`config.mk`:
```
export PLATFORM = sky130hd
export DESIGN_NAME = apb_reg_bank_flat
export DESIGN_NICKNAME = d
export VERILOG_FILES = /design/src/rtl/apb_pkg.sv /design/src/rtl/apb_reg_bank_if.sv /design/src/rtl/apb_wait_ctrl.sv /design/src/rtl/apb_reg_bank.sv /design/src/flat_wrapper.sv
export SDC_FILE = /design/constraint.sdc
export NUM_CORES = 1
export LEC_CHECK = 0
export CAP_MARGIN = 20
export CORE_ASPECT_RATIO = 0.7
export CORE_MARGIN = 8
export CORE_UTILIZATION = 35
export CTS_CLUSTER_SIZE = 30
export DETAILED_ROUTE_END_ITERATION = 12
export HOLD_SLACK_MARGIN = 0.15
export PLACE_DENSITY_LB_ADDON = 0.25
export SETUP_SLACK_MARGIN = 0.02
export SYNTH_ARGS = -nofsm -noshare
export SYNTH_HDL_FRONTEND = slang
export SYNTH_SLANG_ARGS = --single-unit
```
`constraint.sdc`:
```
create_clock -name PCLK -period 5.06 [get_ports PCLK]
set_clock_uncertainty 0.15 [all_clocks]
set_input_delay 0.506 -clock PCLK [delete_from_list [all_inputs] [get_ports PCLK]]
set_output_delay 0.506 -clock PCLK [all_outputs]
set_load 0.02 [all_outputs]
```
`src/rtl/apb_pkg.sv`:
```
// Shared APB slave definitions: FSM state encoding and wait-counter width.
package apb_pkg;

    // Wide enough for the largest supported wait-state count (15).
    localparam int CNT_W = 4;

    typedef enum logic {
        ST_IDLE   = 1'b0,
        ST_ACCESS = 1'b1
    } state_t;

endpackage

```
`src/rtl/apb_reg_bank_if.sv`:
```
// APB bus bundle between an interconnect (master) and a slave.
interface apb_reg_bank_if #(
    parameter int AWIDTH = 4,
    parameter int DWIDTH = 8
);
    logic              PSEL;
    logic              PENABLE;
    logic              PWRITE;
    logic [AWIDTH-1:0] PADDR;
    logic [DWIDTH-1:0] PWDATA;
    logic [DWIDTH-1:0] PRDATA;
    logic              PREADY;
    logic              PSLVERR;

    modport master (
        output PSEL, PENABLE, PWRITE, PADDR, PWDATA,
        input  PRDATA, PREADY, PSLVERR
    );

    modport slave (
        input  PSEL, PENABLE, PWRITE, PADDR, PWDATA,
        output PRDATA, PREADY, PSLVERR
    );
endinterface

```
`src/rtl/apb_wait_ctrl.sv`:
```
// APB access-phase controller: tracks SETUP/ACCESS and inserts WAIT_STATES
// PREADY-low cycles before a transfer may complete. Shared by APB slaves.
module apb_wait_ctrl
    import apb_pkg::*;
#(
    parameter int WAIT_STATES = 0
) (
    input  logic PCLK,
    input  logic PRESET,
    input  logic PSEL,
    input  logic PENABLE,
    output logic PREADY,
    output logic complete
);

    localparam logic [CNT_W-1:0] WS_INIT = CNT_W'(WAIT_STATES);

    state_t           state, state_nxt;
    logic [CNT_W-1:0] cnt, cnt_nxt;

    // State register and wait counter; reset abandons any transfer in flight.
    always_ff @(posedge PCLK) begin
        // NOTE: sequential state uses non-blocking assignments so every flop
        // samples the pre-edge values regardless of statement order.
        if (PRESET) begin
            state <= ST_IDLE;
            cnt   <= '0;
        end else begin
            state <= state_nxt;
            cnt   <= cnt_nxt;
        end
    end

    // Next-state logic and completion strobe, decoded from registered state.
    always_comb begin
        // NOTE: every output is given a default first so no path through the
        // case statement leaves one unassigned and infers a latch.
        state_nxt = state;
        cnt_nxt   = cnt;
        PREADY    = 1'b0;
        complete  = 1'b0;
        case (state)
            ST_IDLE: begin
                // PENABLE without a preceding SETUP is ignored here.
                if (PSEL && !PENABLE) begin
                    state_nxt = ST_ACCESS;
                    cnt_nxt   = WS_INIT;
                end
            end
            ST_ACCESS: begin
                if (!PSEL) begin
                    // Master abandoned the transfer: nothing completes.
                    state_nxt = ST_IDLE;
                    cnt_nxt   = '0;
                end else if (cnt != '0) begin
                    cnt_nxt = cnt - 1'b1;
                end else if (PENABLE) begin
                    PREADY    = 1'b1;
                    complete  = 1'b1;
                    state_nxt = ST_IDLE;
                end
            end
            default: state_nxt = ST_IDLE;
        endcase
    end

endmodule

```
`src/rtl/apb_reg_bank.sv`:
```
// APB register bank: NREGS registers of DWIDTH bits, each read/write or
// read-only (RO reads return the matching reg_in slice). Errors on
// out-of-range addresses and writes to RO registers; one-cycle write pulses.
module apb_reg_bank
    import apb_pkg::*;
#(
    parameter int               DWIDTH      = 8,
    parameter int               NREGS       = 4,
    parameter int               AWIDTH      = 4,
    parameter int               WAIT_STATES = 0,
    parameter logic [NREGS-1:0] RO_MASK     = '0
) (
    input  logic                    PCLK,
    input  logic                    PRESET,
    apb_reg_bank_if.slave           apb,
    output logic [NREGS*DWIDTH-1:0] reg_out,
    input  logic [NREGS*DWIDTH-1:0] reg_in,
    output logic [NREGS-1:0]        wr_pulse
);

    logic              complete;
    logic              ro_sel;
    logic              err;
    logic [NREGS-1:0]  hit;
    logic [NREGS-1:0]  we;
    logic [DWIDTH-1:0] rd_data;
    logic [DWIDTH-1:0] regs [NREGS];

    apb_wait_ctrl #(
        .WAIT_STATES(WAIT_STATES)
    ) u_wait_ctrl (
        .PCLK    (PCLK),
        .PRESET  (PRESET),
        .PSEL    (apb.PSEL),
        .PENABLE (apb.PENABLE),
        .PREADY  (apb.PREADY),
        .complete(complete)
    );

    // Address decode and read mux; an address matching no register leaves hit=0.
    always_comb begin
        hit     = '0;
        ro_sel  = 1'b0;
        rd_data = '0;
        for (int i = 0; i < NREGS; i++) begin
            if (apb.PADDR == AWIDTH'(i)) begin
                hit[i]  = 1'b1;
                ro_sel  = RO_MASK[i];
                rd_data = RO_MASK[i] ? reg_in[i*DWIDTH +: DWIDTH] : regs[i];
            end
        end
    end

    assign err         = !(|hit) || (apb.PWRITE && ro_sel);
    assign apb.PSLVERR = apb.PREADY && err;
    assign apb.PRDATA  = (apb.PREADY && !apb.PWRITE && !err) ? rd_data : '0;
    assign we          = hit & {NREGS{complete && apb.PWRITE && !err}};

    // Register array commit and write pulses at the completing edge.
    always_ff @(posedge PCLK) begin
        // NOTE: the register array is reset explicitly because software and
        // downstream control logic rely on known-zero contents after reset.
        if (PRESET) begin
            for (int i = 0; i < NREGS; i++) regs[i] <= '0;
            wr_pulse <= '0;
        end else begin
            for (int i = 0; i < NREGS; i++) begin
                if (we[i]) regs[i] <= apb.PWDATA;
            end
            wr_pulse <= we;
        end
    end

    // Expose RW contents; RO slices carry no storage and read as zero here.
    always_comb begin
        reg_out = '0;
        for (int i = 0; i < NREGS; i++) begin
            reg_out[i*DWIDTH +: DWIDTH] = RO_MASK[i] ? '0 : regs[i];
        end
    end

endmodule

```
`src/flat_wrapper.sv`:
```
// flat-port wrapper written by rule: the top's interface ports become plain ports
module apb_reg_bank_flat import apb_pkg::*;
#(
    parameter int               DWIDTH      = 8,
    parameter int               NREGS       = 4,
    parameter int               AWIDTH      = 4,
    parameter int               WAIT_STATES = 0,
    parameter logic [NREGS-1:0] RO_MASK     = '0
)
  (PCLK, PRESET, reg_out, reg_in, wr_pulse, apb_PSEL, apb_PENABLE, apb_PWRITE, apb_PADDR, apb_PWDATA, apb_PRDATA, apb_PREADY, apb_PSLVERR);
  apb_reg_bank_if #(.AWIDTH(AWIDTH), .DWIDTH(DWIDTH)) apb_i ();
  input  logic PCLK;
  input  logic PRESET;
  output logic [NREGS*DWIDTH-1:0] reg_out;
  input  logic [NREGS*DWIDTH-1:0] reg_in;
  output logic [NREGS-1:0] wr_pulse;
  input wire logic [$bits(apb_i.PSEL)-1:0] apb_PSEL;
  input wire logic [$bits(apb_i.PENABLE)-1:0] apb_PENABLE;
  input wire logic [$bits(apb_i.PWRITE)-1:0] apb_PWRITE;
  input wire logic [$bits(apb_i.PADDR)-1:0] apb_PADDR;
  input wire logic [$bits(apb_i.PWDATA)-1:0] apb_PWDATA;
  output wire logic [$bits(apb_i.PRDATA)-1:0] apb_PRDATA;
  output wire logic [$bits(apb_i.PREADY)-1:0] apb_PREADY;
  output wire logic [$bits(apb_i.PSLVERR)-1:0] apb_PSLVERR;
  assign apb_i.PSEL = apb_PSEL;
  assign apb_i.PENABLE = apb_PENABLE;
  assign apb_i.PWRITE = apb_PWRITE;
  assign apb_i.PADDR = apb_PADDR;
  assign apb_i.PWDATA = apb_PWDATA;
  assign apb_PRDATA = apb_i.PRDATA;
  assign apb_PREADY = apb_i.PREADY;
  assign apb_PSLVERR = apb_i.PSLVERR;
  apb_reg_bank #(.DWIDTH(DWIDTH), .NREGS(NREGS), .AWIDTH(AWIDTH), .WAIT_STATES(WAIT_STATES), .RO_MASK(RO_MASK)) u_core (.PCLK(PCLK), .PRESET(PRESET), .apb(apb_i), .reg_out(reg_out), .reg_in(reg_in), .wr_pulse(wr_pulse));
endmodule
```
# ---- Yosys cells after proc, flatten, opt, wreduce, memory -nomap -nowiden
# Memories as Yosys holds them, arrays and structs flattened.
# Index checks and enable logic that the tools add are counted.
dict set report op_classes {
  bitwise_logic 6
  addsub 1
  reduce_logical 13
  n_mux 40
  n_eq_ne 5
}
# operator n
set op_table {}
lappend op_table {{two-way mux 8 bit} 9}
lappend op_table {{two-way mux 1 bit} 26}
lappend op_table {{two-way mux 4 bit} 3}
lappend op_table {{equality test 4 x 2 -> 1 bit (second input constant)} 2}
lappend op_table {{one-hot mux 4 bit (2 select lines)} 1}
lappend op_table {{logical AND 1 bit} 6}
lappend op_table {{bitwise AND 4 bit} 1}
lappend op_table {{equality test 4 x 1 -> 1 bit (second input constant)} 1}
lappend op_table {{zero test 4 bit} 1}
lappend op_table {{bitwise OR 1 bit} 4}
lappend op_table {{nonzero test 4 bit} 1}
lappend op_table {{OR reduction 4 bit} 1}
lappend op_table {{subtractor 4 x 1 -> 4 bit (second input constant)} 1}
lappend op_table {{zero test 1 bit} 3}
lappend op_table {{!= test 3 x 2 -> 1 bit (second input constant)} 1}
lappend op_table {{!= test 2 bit (second input constant)} 1}
lappend op_table {{one-hot mux 1 bit (2 select lines)} 1}
lappend op_table {{AND reduction 2 bit} 1}
lappend op_table {{NOT 1 bit} 1}
dict set report totals {
  memories 1
  regBits 9
  mem_bits_rw 32
  out_inout_bits 46
  elab_cells 69
}
# name depth width rd rd_ports_with_merged_regs write_ports line
set memory_table {}
lappend memory_table {u_core.regs 4 8 4 0 4 apb_reg_bank.sv:27} ;# logic [DWIDTH-1:0] regs [NREGS];

# ---- Logic depth before layout (Yosys ltp)
# Gate-level depths: netlist of run 1.
dict set report depth {
  word_depth 11
  ltp_mapped 6
  depth_no_buf 5
}

# ---- Cells and area by module
# A second synthesis of run 1 with hierarchy kept.
dict set report unflattened {
  hier_cells 164
  hier_area_um2 2020.7
}
# module area_per_inst_um2 n_inst cells_per_inst
set modules_own_cells {}
lappend modules_own_cells {apb_reg_bank 1739.2 1 131}
lappend modules_own_cells {apb_wait_ctrl 281.5 1 33}

# ---- Worst setup path after synthesis of run 1
# OpenSTA, ideal clock, no wires.
dict set report synth_path {
  path_type {in2out}
  startpoint {input port apb_PADDR[0]}
  endpoint {output port apb_PRDATA[2]}
  required_ps 4404
  arrival_time_ps 1708
  slack_ps 2696
  stages 4
  n_path_buf 2
  path_cell_list {clkbuf_1 buf_2 mux4_2 nor2b_1}
}
dict set report synth_between {
  elab_chain_len 6
}
# item line
set synth_lines {}
lappend synth_lines {{start, declared} flat_wrapper.sv:20} ;# input wire logic [$bits(apb_i.PADDR)-1:0] apb_PADDR;
lappend synth_lines {{zero test 4 bit} apb_reg_bank.sv:46} ;# if (apb.PADDR == AWIDTH'(i)) begin
lappend synth_lines {{two-way mux 8 bit (4 in series)} apb_reg_bank.sv:46}
lappend synth_lines {{two-way mux 8 bit (*)} apb_reg_bank.sv:56} ;# assign apb.PRDATA = (apb.PREADY && !apb.PWRITE && !err) ? rd_data : '0;
lappend synth_lines {{end, declared} flat_wrapper.sv:22} ;# output wire logic [$bits(apb_i.PRDATA)-1:0] apb_PRDATA;
# Every way passes the cells marked *; elsewhere a longest branch is shown, timed or not.

# ---- Final worst setup path of run 1
dict set report layout_path {
  startpoint {register u_core.u_wait_ctrl.cnt[0]}
  endpoint {output port apb_PRDATA[6]}
}
dict set report layout_between {
  elab_chain_len 7
}
# item line
set layout_lines {}
lappend layout_lines {{start, declared} apb_wait_ctrl.sv:19} ;# logic [CNT_W-1:0] cnt, cnt_nxt;
lappend layout_lines {{start signal, assigned} apb_wait_ctrl.sv:30} ;# cnt <= cnt_nxt;
lappend layout_lines {{nonzero test 4 bit} apb_wait_ctrl.sv:55} ;# end else if (cnt != '0) begin
lappend layout_lines {{two-way mux 1 bit} apb_wait_ctrl.sv:55}
lappend layout_lines {{two-way mux 1 bit} apb_wait_ctrl.sv:51} ;# if (!PSEL) begin
lappend layout_lines {{two-way mux 1 bit} apb_wait_ctrl.sv:42} ;# case (state)
lappend layout_lines {{logical AND 1 bit (2 in series)} apb_reg_bank.sv:56}
lappend layout_lines {{two-way mux 8 bit} apb_reg_bank.sv:56}
# Every way passes these cells.

==> results of run 1 <==
==> registers in the layout, summed over array words and instances, names as in the netlist <==
| signal | flops |
|---|---|
| u_core.u_wait_ctrl.cnt | 4 |
| u_core.wr_pulse | 4 |
| u_core.u_wait_ctrl.state | 1 |
| u_core.regs | 32 |
==> critical path, delay by kind of cell (launching register included) <==
| kind | cells | cell delay [ns] |
|---|---|---|
| AOI/OAI and AO/OA | 1 | 0.35 |
| adders and majority gates | 1 | 0.18 |
| buffers and inverters | 2 | 0.72 |
| DFF | 1 | 0.35 |
| and+or+nand+nor | 2 | 0.99 |
==> layer usage <==
metal	GRT usage, %	vias up	part of all wire, %	wire length [microns]
li1	-	682	-	-
met3	5.32	2	7.6	402
met2	20.8	41	48	2540
met1	15.4	722	44	2370
met4	2.52	0	0.28	15
met5	0	-	0	0
==> cells by family (layout without fill, tap and decap cells) <==
group / after synthesis / count (layout) / synth area share, %
simple gates: 75 / 75 / 26.5
flops: 41 / 41 / 56.6
compound gates: 15 / 15 / 5.65
buf+inv: 9 / 74 / 2.23
mux: 8 / 8 / 8.38
fa+ha+maj: 1 / 1 / 0.621
==> how the worst max path moves through the flow <==
stage,from,to,cells after the start
global route,u_core.u_wait_ctrl.cnt[0]$_SDFFE_PP0P_,apb_PRDATA[6],6
detailed placement,apb_PADDR[0],apb_PRDATA[5],4
global placement,apb_PSEL,apb_PRDATA[6],5
finish,u_core.u_wait_ctrl.cnt[0]$_SDFFE_PP0P_,apb_PRDATA[6],6
floorplan,apb_PADDR[0],apb_PRDATA[2],4
CTS,u_core.u_wait_ctrl.cnt[0]$_SDFFE_PP0P_,apb_PRDATA[6],6
==> layout make-up <==
cell class              count  share of cell area [%]
multi-input cells          99                    29.5
repair buffers             62                    22.1
flip-flops and latches     41                    40.6
clock buffers               5                    2.45
clock inverters             3                    1.47
inverters                   4                   0.534
well taps                  75                    3.34
==> where the power goes <==
| part | internal, mW | switching [mW] |
|---|---|---|
| logic | 0.0424 | 0.0430 |
| clock network | 0.145 | 0.117 |
| registers | 0.372 | 0.00663 |
==> stage by stage <==
step	setup WS [ns]	cells	hold WS [ns]	cell area, sq um	util [%]
4_1_cts	1.47	289	0.400	2810	49.8
3_5_place_dp	1.57	281	0.380	2700	47.9
5_1_grt	1.32	289	0.419	2810	49.8
2_1_floorplan	2.70	149	0.353	2020	-
3_3_place_gp	1.57	281	0.396	2700	47.9
6_report	1.53	289	0.405	2810	49.8
==> placed cells by master (no fill, tap or decap), drive strengths merged, types with 4 or more instances in the layout <==
master / synthesis / final
a31o: 4 / 4
and2: 32 / 32
clkbuf: 1 / 5
clkdlybuf4s50: 0 / 62
dfxtp: 9 / 9
edfxtp: 32 / 32
inv: 4 / 4
mux4: 7 / 7
nand2: 5 / 5
nand2b: 4 / 4
nor2: 4 / 4
nor2b: 8 / 8
nor3: 4 / 4
nor4: 6 / 6
==> impl_metrics.json, run 1 <==
{
  "result_of_the_run": "complete, no violations",
  "yosysWarningCount": 0,
  "synth.lib_cells_used.distinct": 38,
  "critical_path.reg2reg.startpoint": "u_core.u_wait_ctrl.cnt[0]$_SDFFE_PP0P_",
  "area.growth.synth_to_final_pct": 39.4,
  "tns_ns": 0,
  "cts_tree": "built",
  "hold_buffers": 0,
  "fillerInstances": 510,
  "critical_path_slowest_stage_cell": "sky130_fd_sc_hd__clkdlybuf4s50_1",
  "total_gr_overflow": 0,
  "worst_setup_hold_path_clk_slew_ns": 0.08,
  "route.detailed.vias_per_inst": 5.01,
  "drt.antenna.violating_nets": 0,
  "timing.critical_path.fanout_max": 8,
  "dr_total_vias": 1447,
  "totalWireLength_microns": 5320,
  "hold-path-cell-count": 1,
  "seq_area_frac_synth_pct": 56.6,
  "numClockSinks": 41,
  "fp.coreArea_sq_um": 5640,
  "share_of_the_cycle_needed_by_the_critical_path_after_routing_pct": 69.8,
  "period_minus_slack_ns": 3.53,
  "port_buffers": 62,
  "total_power_mw": 0.727,
  "grt_use_total_pct": 12.7,
  "yosys_register_bits": 41,
  "latest_clock_arrival_within_the_worst_skew_pair_ns": 0.29,
  "minimum_setup_slack_among_reg_to_reg_paths_ns": 2.72,
  "path_cells": "inv_1 > ha_1 > nor3b_1 > nand4b_1 > a31oi_1 > clkdlybuf4s50_1",
  "h_tree_lvls": 2,
  "mean_post_synth_cell_area_sq_um": 13.5,
  "timing_max_transition_violations_final": 0,
  "timing.setup.critical_path_class": "reg -> out",
  "max_stage_delay_ns": 0.65,
  "drt_drc_violations_left": 0,
  "synthTopCellsByCount": "32 x sky130_fd_sc_hd__and2_1, 32 x sky130_fd_sc_hd__edfxtp_1, 9 x sky130_fd_sc_hd__dfxtp_1",
  "total_leakage_power_nw": 0.966,
  "final_nets": 263,
  "setup_violations": 0,
  "combined_area_of_the_multi_input_logic_cells_sq_um": 830,
  "detailed_place_hpwl_microns": 3870,
  "post_synth_instance_area_sq_um": 2020,
  "crit_path_end_kind": "output pin",
  "chipHeight_microns": 79.5,
  "fmax_mhz": 283,
  "synth-edff-count": 32,
  "synth_flop_cell": "sky130_fd_sc_hd__edfxtp_1",
  "grt_start_max_net_pins": 17,
  "worst_r2r_endpoint": "u_core.regs[3][5]$_SDFFCE_PN0P_",
  "min_delay_worst_endpoint": "u_core.u_wait_ctrl.cnt[1]$_SDFFE_PP0P_",
  "netlist_instances": 149,
  "antenna_cells": 0,
  "synthTopCellsByArea": "sky130_fd_sc_hd__edfxtp_1 48%, sky130_fd_sc_hd__and2_1 9.9%, sky130_fd_sc_hd__dfxtp_1 8.9%",
  "hold_viol": 0,
  "worst_pin_slew_ns": 0.790,
  "grt_first_pass_wirelength_microns": 8210,
  "cts-resized-gates": 0,
  "synth.largest_area_cell": "sky130_fd_sc_hd__edfxtp_1",
  "area.sequential_sq_um": 1140,
  "asyncSetResetFlopFracSynth_pct": 0,
  "via_count_of_the_first_global_routing_pass": 1545,
  "rsz0062_at_grt": "no",
  "holdCritPathClass": "reg -> reg",
  "synth_top_area_share_pct": 47.7,
  "drt-initial-drc-count": 70,
  "cts_max_path_buffers": 2,
  "post_cts_repair_setup_buffers": 0,
  "drt-wirelength-per-cell_microns": 18.4,
  "synth_nets": 199,
  "place.gp.congestion": 0.812,
  "fraction_of_final_layout_cells_with_drive_strength_greater_than_1_pct": 12.6,
  "clk_root_buffer_cell": "sky130_fd_sc_hd__clkbuf_8",
  "max_cap_viol_count": 0,
  "worst-endpoint-arrival_ns": 2.87,
  "fp.dieArea_sq_um": 8480,
  "floorplan.initialDensity_pct": 35.7,
  "worstHoldStart": "u_core.u_wait_ctrl.cnt[1]$_SDFFE_PP0P_",
  "floorplan.io_pins": 95,
  "drt_pass1_iterations": 4,
  "number_of_antenna_violations_at_the_first_check_in_global_routing": 0,
  "timing.max_slew.rel_slack_pct": 47.2,
  "cp_data_required_time_ns": 4.40,
  "cellPowerDensity_nw_per_um2": 259,
  "cts_inserted_buffers": 5,
  "number_of_cells_traversed_by_the_worst_register_to_register_path": 5,
  "core.rowCount": 23,
  "die-width_microns": 107,
  "timing.critical_path.from_type": "register",
  "max-vdd-ir-drop_mv": 0.136
}
(Power assumes the default switching activity.)
==> run 2, diff against run 1 <==
- clock period: 5.06 -> 3.3 ns (I/O delays scaled with it)
==> impl_metrics.json, run 2 (synthesized netlist as in run 1, its figures left out) <==
{
  "crit_path_end_kind": "output pin",
  "timing_max_transition_violations_final": 0,
  "numClockSinks": 41,
  "commonest_non_fill_non_tap_cell_in_the_layout": "sky130_fd_sc_hd__clkdlybuf4s50_1",
  "placed_area_sq_um": 2740,
  "totalWireLength_microns": 5330,
  "max_cap_viol_count": 0,
  "number_of_antenna_violations_at_the_first_check_in_global_routing": 0,
  "fmax_mhz": 333,
  "h_tree_lvls": 2,
  "total_gr_overflow": 0,
  "timing.critical_path.fanout_max": 5,
  "cp_data_required_time_ns": 2.82,
  "final_cells": 294,
  "layout_top_registers": "u_core.regs: 32 flops, u_core.u_wait_ctrl.cnt: 4 flops, u_core.wr_pulse: 4 flops",
  "final_nets": 268,
  "drt_drc_violations_left": 0,
  "timing.critical_path.from_type": "register",
  "timing.max_slew.rel_slack_pct": 61.7,
  "via_count_of_the_first_global_routing_pass": 1471,
  "grt_first_pass_wirelength_microns": 8140,
  "grt_start_max_net_pins": 17,
  "crit_buf_inv": 3,
  "die-width_microns": 107,
  "port_buffers": 62,
  "result_of_the_run": "complete, no violations",
  "share_of_the_cycle_needed_by_the_critical_path_after_routing_pct": 91.1,
  "drt_pass1_iterations": 4,
  "dr_total_vias": 1436,
  "fillerInstances": 519,
  "detailed_place_hpwl_microns": 3950,
  "final_core_density_pct": 50.6,
  "max_stage_delay_ns": 0.64,
  "placedCellCount": 286,
  "cts-resized-gates": 0,
  "core.rowCount": 23,
  "largest_register_ff_count": 32,
  "timing.setup.critical_path_class": "reg -> out",
  "dpl_worst_slack_ns": 0.346,
  "fp.dieArea_sq_um": 8480,
  "worst_pin_slew_ns": 0.570,
  "drt-initial-drc-count": 65,
  "route.detailed.vias_per_inst": 4.88,
  "worst_setup_hold_path_clk_slew_ns": 0.09,
  "period_minus_slack_ns": 3.01,
  "floorplan.initialDensity_pct": 35.7,
  "place.gp.congestion": 0.825,
  "layout.cell_area.non_filler_sq_um": 2850,
  "cts_inserted_buffers": 5,
  "cts_tree": "built",
  "worst_path_dominant_cell_family": "buffers and inverters",
  "commonest_cells_after_routing_fill_and_taps_aside": "62 x sky130_fd_sc_hd__clkdlybuf4s50_1, 32 x sky130_fd_sc_hd__and2_1, 32 x sky130_fd_sc_hd__edfxtp_1",
  "fp.coreArea_sq_um": 5640,
  "chipHeight_microns": 79.5,
  "cellPowerDensity_nw_per_um2": 396,
  "fraction_of_final_layout_cells_with_drive_strength_greater_than_1_pct": 15.1,
  "fin_hold_ws_ns": 0.413,
  "area.growth.synth_to_final_pct": 41.5,
  "holdCritPathClass": "reg -> reg",
  "max-vdd-ir-drop_mv": 0.210,
  "post_cts_repair_setup_buffers": 0,
  "drt-wirelength-per-cell_microns": 18.1,
  "hold_buffers": 0,
  "worst-endpoint-arrival_ns": 2.53,
  "path_cells": "inv_1 > ha_1 > nor3b_1 > nand4b_1 > buf_4 > nor2b_1 > clkdlybuf4s50_1",
  "clk_root_buffer_cell": "sky130_fd_sc_hd__clkbuf_8",
  "critical_path_slowest_stage_cell": "sky130_fd_sc_hd__clkdlybuf4s50_1",
  "rsz0062_at_grt": "no",
  "hold_viol": 0,
  "cts_max_path_buffers": 2,
  "minimum_setup_slack_in_the_final_design_ns": 0.293,
  "antenna_cells": 0,
  "floorplan.io_pins": 95,
  "setup_violations": 0,
  "total_power_mw": 1.13,
  "total_leakage_power_nw": 0.991,
  "latest_clock_arrival_within_the_worst_skew_pair_ns": 0.29,
  "tns_ns": 0,
  "largest-register": "u_core.regs",
  "grt_use_total_pct": 12.6,
  "drt.antenna.violating_nets": 0
}
==> run 2: changes by cell type in the layout (fill, tap and decap cells not counted) <==
cell,previous run,this run
sky130_fd_sc_hd__buf_4,0,5
sky130_fd_sc_hd__clkinv_1,1,0
sky130_fd_sc_hd__clkinv_4,0,1
==> run 2: final cells by class <==
class / count / area, sq um / area share [%]
flip-flops and latches: 41 / 1140 / 40.0
multi-input cells: 99 / 830 / 29.1
repair buffers: 67 / 658 / 23.1
well taps: 75 / 93.8 / 3.29
clock buffers: 5 / 68.8 / 2.41
clock inverters: 3 / 46.3 / 1.62
inverters: 4 / 15.0 / 0.526
==> run 2: final timing paths <==
path | from | end | slack [ns] | depth (start not counted)
setup reg to reg | u_core.u_wait_ctrl.cnt[0]$_SDFFE_PP0P_ | u_core.regs[3][7]$_SDFFCE_PN0P_ | 0.90 | 5
setup / recovery | u_core.u_wait_ctrl.cnt[0]$_SDFFE_PP0P_ | apb_PRDATA[1] | 0.29 | 7
hold / removal | u_core.u_wait_ctrl.cnt[1]$_SDFFE_PP0P_ | u_core.u_wait_ctrl.cnt[1]$_SDFFE_PP0P_ | 0.41 | 1
hold reg to reg | u_core.u_wait_ctrl.cnt[1]$_SDFFE_PP0P_ | u_core.u_wait_ctrl.cnt[1]$_SDFFE_PP0P_ | 0.41 | 1
==> run 2: metal layers <==
layer  up-vias  share of wire [%]  track usage (%)
met2        54                 47             19.3
met3         2                 10             5.56
met1       683                 43             15.7
met4         0               0.47             3.92
met5         -                  0                0
li1        697                  -                -
==> run 2: power breakdown <==
| group | internal [mW] | switching [mW] |
|---|---|---|
| combinational | 0.0672 | 0.0663 |
| sequential | 0.570 | 0.00951 |
| clock | 0.227 | 0.189 |
